==> src/rtl/jts16_dbg_pkg.sv <==
// Shared definitions for the palette dump reader: state encoding and palette size.
package jts16_dbg_pkg;

   localparam int unsigned PAL_AW = 11;

   typedef enum logic [2:0] {
      StIdle,
      StWaitVb,
      StRead,
      StCapt,
      StTxLo,
      StTxHi,
      StFin
   } dump_state_e;

endpackage

==> src/rtl/jts16_byte_ser.sv <==
// Holds one 16-bit word and presents it as two bytes, low byte first, on a
// valid/ready stream. Signals o_sent on the cycle the high byte is accepted.
module jts16_byte_ser (
   input  logic        i_clk,
   input  logic        i_rst,
   input  logic        i_load,
   input  logic [15:0] i_word,
   output logic [7:0]  o_data,
   output logic        o_valid,
   input  logic        i_ready,
   output logic        o_sent
);

   logic [15:0] r_word;
   logic        r_valid;
   logic        r_hi;
   logic        w_hs;

   assign w_hs = r_valid & i_ready;

   // Word register and byte phase; data stays stable until each byte is accepted.
   always_ff @(posedge i_clk) begin
      if (i_rst) begin
         r_word  <= '0;
         r_valid <= 1'b0;
         r_hi    <= 1'b0;
      end else if (i_load) begin
         r_word  <= i_word;
         r_valid <= 1'b1;
         r_hi    <= 1'b0;
      end else if (w_hs) begin
         if (r_hi) begin
            r_valid <= 1'b0;
            r_hi    <= 1'b0;
         end else begin
            r_hi <= 1'b1;
         end
      end
   end

   assign o_data  = r_hi ? r_word[15:8] : r_word[7:0];
   assign o_valid = r_valid;
   assign o_sent  = w_hs & r_hi;

endmodule

==> src/rtl/jts16_pal_dump.sv <==
// Palette dump reader: walks every palette word during vertical blank, streams
// each word as two bytes and keeps a 16-bit running sum of the words read.
module jts16_pal_dump
   import jts16_dbg_pkg::*;
#(
   parameter int unsigned AW     = PAL_AW,
   parameter int unsigned RD_LAT = 1
) (
   input  logic          clk,
   input  logic          rst,
   input  logic          LVBL,
   input  logic          start,
   output logic          busy,
   output logic          done,
   output logic          dump_en,
   output logic [AW-1:0] dump_addr,
   input  logic [15:0]   dump_dout,
   output logic [7:0]    st_data,
   output logic          st_valid,
   input  logic          st_ready,
   output logic [15:0]   checksum
);

   localparam logic [1:0] LAT_LAST = 2'(RD_LAT - 1);

   dump_state_e   r_state;
   dump_state_e   w_state_nxt;
   logic [AW-1:0] r_addr;
   logic [15:0]   r_sum;
   logic [1:0]    r_lat;

   logic w_load;
   logic w_sent;
   logic w_hs;
   logic w_last;
   logic w_lat_done;
   logic w_clr;
   logic w_inc;

   assign w_hs       = st_valid & st_ready;
   assign w_last     = (r_addr == {AW{1'b1}});
   assign w_lat_done = (r_lat == LAT_LAST);

   // State register.
   always_ff @(posedge clk) begin
      if (rst) begin
         r_state <= StIdle;
      end else begin
         r_state <= w_state_nxt;
      end
   end

   // Next state and decoded outputs.
   always_comb begin
      w_state_nxt = r_state;
      busy        = 1'b1;
      done        = 1'b0;
      dump_en     = 1'b0;
      w_load      = 1'b0;
      w_clr       = 1'b0;
      w_inc       = 1'b0;
      unique case (r_state)
         StIdle: begin
            busy = 1'b0;
            if (start) begin
               w_clr       = 1'b1;
               w_state_nxt = StWaitVb;
            end
         end
         StWaitVb: begin
            if (!LVBL) w_state_nxt = StRead;
         end
         StRead: begin
            dump_en = 1'b1;
            if (w_lat_done) w_state_nxt = StCapt;
         end
         StCapt: begin
            dump_en     = 1'b1;
            w_load      = 1'b1;
            w_state_nxt = StTxLo;
         end
         StTxLo: begin
            if (w_hs) w_state_nxt = StTxHi;
         end
         StTxHi: begin
            if (w_sent) begin
               if (w_last) begin
                  w_state_nxt = StFin;
               end else begin
                  w_inc = 1'b1;
                  // Blanking check folded in here so a word costs RD_LAT+3 cycles
                  // when LVBL stays low; otherwise park in WAITVB.
                  w_state_nxt = LVBL ? StWaitVb : StRead;
               end
            end
         end
         StFin: begin
            busy        = 1'b0;
            done        = 1'b1;
            w_state_nxt = StIdle;
         end
         default: begin
            w_state_nxt = StIdle;
         end
      endcase
   end

   // Read latency counter: counts cycles spent in READ.
   always_ff @(posedge clk) begin
      if (rst) begin
         r_lat <= '0;
      end else if (r_state == StRead && !w_lat_done) begin
         r_lat <= r_lat + 2'd1;
      end else begin
         r_lat <= '0;
      end
   end

   // Word address counter and running checksum.
   always_ff @(posedge clk) begin
      if (rst) begin
         r_addr <= '0;
         r_sum  <= '0;
      end else begin
         if (w_clr) begin
            r_addr <= '0;
            r_sum  <= '0;
         end else begin
            if (w_inc) r_addr <= r_addr + AW'(1);
            if (w_load) r_sum <= r_sum + dump_dout;
         end
      end
   end

   assign dump_addr = r_addr;
   assign checksum  = r_sum;

   jts16_byte_ser u_ser (
      .i_clk   (clk),
      .i_rst   (rst),
      .i_load  (w_load),
      .i_word  (dump_dout),
      .o_data  (st_data),
      .o_valid (st_valid),
      .i_ready (st_ready),
      .o_sent  (w_sent)
   );

endmodule

==> config.mk <==
export PLATFORM = sky130hd
export DESIGN_NAME = jts16_pal_dump
export DESIGN_NICKNAME = d
export VERILOG_FILES = /design/src/rtl/jts16_dbg_pkg.sv /design/src/rtl/jts16_byte_ser.sv /design/src/rtl/jts16_pal_dump.sv
export SDC_FILE = /design/constraint.sdc
export NUM_CORES = 1
export LEC_CHECK = 0
export ABC_AREA = 0
export CORE_ASPECT_RATIO = 0.8
export CORE_MARGIN = 2
export CORE_UTILIZATION = 40
export CTS_BUF_LIST = sky130_fd_sc_hd__clkbuf_16
export DETAILED_ROUTE_END_ITERATION = 10
export GPL_TIMING_DRIVEN = 1
export PLACE_DENSITY = 0.66
export REMOVE_ABC_BUFFERS = 1
export SLEW_MARGIN = 25
export SYNTH_ARGS = -nofsm -noshare
export SYNTH_HDL_FRONTEND = slang
export SYNTH_SLANG_ARGS = --single-unit
==> constraint.sdc <==
create_clock -name clk -period 8.1 [get_ports clk]
set_clock_uncertainty 0.2 [all_clocks]
set_input_delay 2.43 -clock clk [delete_from_list [all_inputs] [get_ports clk]]
set_output_delay 2.43 -clock clk [all_outputs]
set_load 0.005 [all_outputs]
==> metrics, run 1 <==
outcome complete, no violations; global-route wire length before repair 11.7 mm; leak pwr 0.00139 µW; Core ar. 6890 µm²; min setup slack post-route 3.29 ns; Tightest Hold Check Type reg2reg; Final HPWL DP 5.10 mm; fillers 685; Clock power frac 33.9%; flops & latches, synth 50; Initial DRT Pass Iterations 4; top area cells in the synthesized netlist dfxtp_1 (35%), nand2_1 (8.6%), ha_1 (7.5%), a21oi_1 (7.0%), mux2_2 (3.2%); n_diodes 0; RSZ-0062 raised after global routing no; Post-synth top flop dfxtp_1; Worst Hold Slack 0.250 ns; Cell variety after synth 55; register share of total power 40.9%; initial core utilization 41.4%; Crit Path Class in2reg; row cnt 27; Worst-path clk slew 0.06 ns; switching pwr 202 µW; synthesized instance count 351; port bufs 59; H-tree levels 2; DR vias 2,611; First DRT Iteration DRCs 128; wire per inst 14.3 µm; Ys Warns 0; highest clock rate 0.208 GHz; Worst-Margin Slew 0.954 ns; clk sinks 50; pwr/cell area 189 nW/µm²; WP data arrival 4.78 ns; Slew Limit Fails 0; Die Span X 98.4 µm; CTS Hold Buffers Added 0; Synth area leader dfxtp_1; # setup viols final 0; routability cong. 0.827; required time of the critical path 8.07 ns; minimum clock period 4.81 ns; reg2reg path depth 8; Post-Syn Area 2850 µm²; TritonCTS clock tree built; dpl ws 3.04 ns; Rel. slew slack 36.2%; FF-to-FF End checksum[14]; Area Growth Syn to Fin 28.3%; grt ovf 0; Yosys top cell area share 35.1%; FF-to-FF setup slack 5.59 ns; Critical Path End Type flop; clk buf depth 2; Final #Nets 443; Clock Latency Late Sink 0.29 ns; die area 7820 µm²; Overall Global Routing Usage 18.2%; reg2reg start checksum[0]; pin count of the biggest net entering global routing 40; FFs w/ async S/R, synth 0%; vias in the first global route 2,483; I/O Pins 60; average vias per placed instance 5.31; Fin Setup TNS 0 ns; Switching Fraction 29.1%; Comb power frac 25.2%; Max FO, Critical Path 3; Critical Path Source dump_dout[0]; initial antenna violation count 0; Seq/Total Area, Yosys 35.1%; Num CTS Buffers 5; Hold Crit Depth 2; VDD IR max 104 µV; Post-DRT Antenna Nets 0; routed wire length 7.05 mm; die height 79.5 µm; fin crit share 59.4%; Max-Cap Viols 0; number of synthesized flops with an enable pin 0; Mean Syn Cell Area 8.12 µm²; post-CTS setup buffer count 0; Setup crit end checksum[14]; share of cells above drive strength 1 7.41%; Hold Violations, Final 0; root buffer cell clkbuf_16; CP Launch Type input port; Int Pwr 491 µW; PostCTS Resize Cnt 0; DRC viols 0
-- through the flow --
stage / total power (µW) / util (%) / cells / area [µm²]
after floorplan: 391 / - / 337 / 2780
after global placement: 461 / 50.7 / 484 / 3490
after detailed placement: 463 / 50.7 / 484 / 3490
after CTS: 699 / 53.1 / 492 / 3660
after global routing: 730 / 53.1 / 492 / 3660
final: 692 / 53.1 / 492 / 3660
-- cells in the mapped netlist, types with 2 or more instances --
cell and n:
a211oi_1 5, a21boi_0 2, a21o_1 5, a21oi_1 40, a31oi_1 3, and2_1 4, and3_1 7, and4_1 2
buf_2 2, clkbuf_1 10, dfxtp_1 50, ha_1 17, inv_1 10, mux2_2 8, nand2_1 65, nand3_1 10
nand3b_1 2, nand4_1 5, nor2_1 22, nor2b_1 3, nor3_1 7, nor3_2 2, o211ai_1 2, o21ai_0 12
o21ai_1 2, o21ai_2 2, o21bai_1 3, o22ai_1 2, o31ai_1 2, or3_1 5, or4_1 3, xnor2_1 7
xor2_1 8
-- logic make-up (layout without fill, tap and decap cells) --
family / after synthesis / in the layout / synth area share [%]
compound gates: 88 / 88 / 19.0
xor+xnor: 15 / 15 / 4.61
fa+ha+maj: 18 / 18 / 8.16
buf+inv: 24 / 78 / 3.64
flops: 50 / 50 / 35.1
mux: 9 / 9 / 3.51
simple gates: 147 / 147 / 25.9
-- state kept, by name (all words and copies together), names as in the netlist --
register	count
checksum	16
u_ser.r_word	16
dump_addr	11
r_state	3
r_lat	2
u_ser.o_valid	1
u_ser.r_hi	1
-- cell type report --
class	instances	area, µm²	share of cell area, %
clock buffer	5	125	3.42
clock inverter	3	40.0	1.10
inverter	10	37.5	1.03
multi-input combinational	277	1750	47.7
sequential	50	1000	27.4
tap	87	109	2.98
timing repair buffer	60	598	16.4
-- layer usage --
metal	up-vias	wire length, µm	track usage [%]	share of wire [%]
met5	-	0	0	0
li1	1352	-	-	-
met3	4	242	3.33	3.4
met2	46	3120	29.0	44
met4	0	23	2.88	0.33
met1	1209	3660	26.3	52
-- worst min path at each step --
stage	to	startpoint
after floorplan	u_ser.r_word[10]	u_ser.r_word[10]
after global placement	u_ser.r_word[14]	u_ser.r_word[14]
after detailed placement	u_ser.r_word[14]	u_ser.r_word[14]
after CTS	u_ser.r_word[14]	u_ser.r_word[14]
after global routing	u_ser.r_word[11]	u_ser.r_word[11]
final	u_ser.r_word[1]	u_ser.r_word[1]
-- worst max-delay path, stage by stage --
cell and delay [ns]:
clkdlybuf4s50_1 0.44, ha_1 0.24, fa_1 0.42, a211oi_1 0.40
o21ai_1 0.17, a21o_1 0.24, o22a_1 0.19, nor3_1 0.17
a211oi_1 0.07
-- power groups by stage --
| stage | Sequential, µW | Combinational (µW) | Clock (µW) |
|---|---|---|---|
| after floorplan | 284 | 107 | 0 |
| after global placement | 288 | 173 | 0 |
| after detailed placement | 289 | 175 | 0 |
| after CTS | 283 | 176 | 240 |
| after global routing | 287 | 195 | 248 |
| final | 283 | 175 | 235 |
-- cell usage in the layout (no fill, tap or decap), types with 10 or more instances in the layout --
cell / n
ha_1: 17
o21ai_0: 12
inv_1: 10
nand3_1: 10
nor2_1: 22
a21oi_1: 40
clkdlybuf4s50_1: 59
nand2_1: 65
dfxtp_1: 50
Note: power is estimated with default switching activity, not from simulation.
==> inputs of run 2 (changes only) <==
PLACE_DENSITY = 0.69   (was 0.66)
clock period = 4 ns   (was 8.1 ns; I/O delays follow)
==> run 2 against run 1 <==
  * Power grew 95%
  * Largest cell class unchanged
  * Cell count grew 0.20%
  * Critical path depth did not move
  * Clock power grew 77%
  * Count of clock-buffer cells in the layout unchanged
  * Hold slack improved by 0.0065 ns
  * Die area stayed put
  * Register-to-register slack got worse by 4.0 ns
  * First-iteration DRC count is 18% lower
  * Flip-flop and latch count unchanged
  * Global-route usage grew 0.76 points
==> metrics, run 2 (same netlist as run 1, synthesis figures left out) <==
fin util 52.9%; fin crit share 87.8%; share of cells above drive strength 1 7.64%; Overall Global Routing Usage 19.0%; Num CTS Buffers 5; RSZ-0062 raised after global routing no; Post-DRT Antenna Nets 0; clk buf depth 2; Core ar. 6890 µm²; DR vias 2,639; First DRT Iteration DRCs 105; vias in the first global route 2,547; global-route wire length before repair 12.1 mm; I/O Pins 60; Worst-path clk slew 0.07 ns; die height 79.5 µm; minimum clock period 3.51 ns; Initial DRT Pass Iterations 4; required time of the critical path 3.97 ns; WP data arrival 3.49 ns; most used cell, CP a211oi_1; leak pwr 0.00138 µW; CP peak stage delay 0.44 ns; # setup viols final 0; most frequent cells in the layout nand2_1 (65), clkdlybuf4s50_1 (59), dfxtp_1 (50); pwr/cell area 370 nW/µm²; Slowest-stage cell, CP clkdlybuf4s50_1; Fin Setup TNS 0 ns; Crit Path Class in2reg; Worst-Margin Slew 0.629 ns; Max FO, Critical Path 3; Rel. slew slack 58.1%; VDD IR max 167 µV; DRC viols 0; n_diodes 0; pin count of the biggest net entering global routing 40; Tightest Hold Check Type reg2reg; initial antenna violation count 0; post-CTS setup buffer count 0; overall power 1350 µW; crit-path cells clkdlybuf4s50_1, ha_1, fa_1, a211oi_1, o21ai_1, a21o_1, o22a_1, nor3_1, a211oi_1; Die Span X 98.4 µm; root buffer cell clkbuf_16; CTS Hold Buffers Added 0; Final #Nets 445; Area Growth Syn to Fin 27.9%; Clock Latency Late Sink 0.29 ns; port bufs 59; Critical Path End Type flop; Slew Limit Fails 0; wire per inst 14.6 µm; Hold Violations, Final 0; outcome complete, no violations; commonest non-fill, non-tap cell in the layout nand2_1; CP Launch Type input port; die area 7820 µm²; highest clock rate 0.285 GHz; initial core utilization 41.4%; average vias per placed instance 5.35; routed wire length 7.22 mm; FF-to-FF setup slack 1.55 ns; Final HPWL DP 5.36 mm; routability cong. 0.842; Max-Cap Viols 0; TritonCTS clock tree built; clk sinks 50; PostCTS Resize Cnt 0; row cnt 27; H-tree levels 2; grt ovf 0
run 2: cell types whose count changed in the layout (fill, tap and decap cells not counted), sizes merged:
| cell | previous run | this run |
|---|---|---|
| clkinv | 2 | 0 |
| bufinv | 1 | 0 |
| buf | 1 | 3 |
| clkinvlp | 0 | 2 |
run 2: path summary, 6_finish.rpt:
path / start / to / depth (start not counted)
setup / recovery: dump_dout[0] / checksum[14] / 9
hold / removal: u_ser.r_word[4] / u_ser.r_word[4] / 2
setup reg to reg: checksum[0] / checksum[14] / 8
hold reg to reg: u_ser.r_word[4] / u_ser.r_word[4] / 2
run 2: layer usage:
metal | share of wire (%) | GRT usage, %
met5 | 0 | 0
met2 | 45 | 31.3
met4 | 1.5 | 5.21
met1 | 48 | 25.7
met3 | 5.3 | 3.42
run 2: layout make-up:
type / instances / area (µm²)
fillers: 678 / 3250
multi-input cells: 277 / 1750
well taps: 87 / 109
clock buffers: 5 / 125
inverters: 10 / 37.5
repair buffers: 62 / 613
clock inverters: 2 / 15.0
flip-flops and latches: 50 / 1000
run 2: per-stage QoR:
step	cells	hold WS [ns]	cell area [µm²]	worst slack, ns
floorplan	337	0.227	2780	0.848
global placement	486	0.240	3510	0.248
detailed placement	486	0.247	3510	0.200
CTS	493	0.257	3650	0.491
global route	493	0.274	3650	0.336
finish	493	0.256	3650	0.487
run 2: critical path, delay by kind of cell:
kind / cells / cell delay [ns]
simple gates: 1 / 0.15
compound gates: 5 / 1.03
buf+inv: 1 / 0.44
fa+ha+maj: 2 / 0.68
run 2: report_power, final:
part           total (µW)  switching [µW]  internal (µW)
combinational         359             185            173
sequential            574            42.9            531
clock                 417             189            229
total                1350             417            933
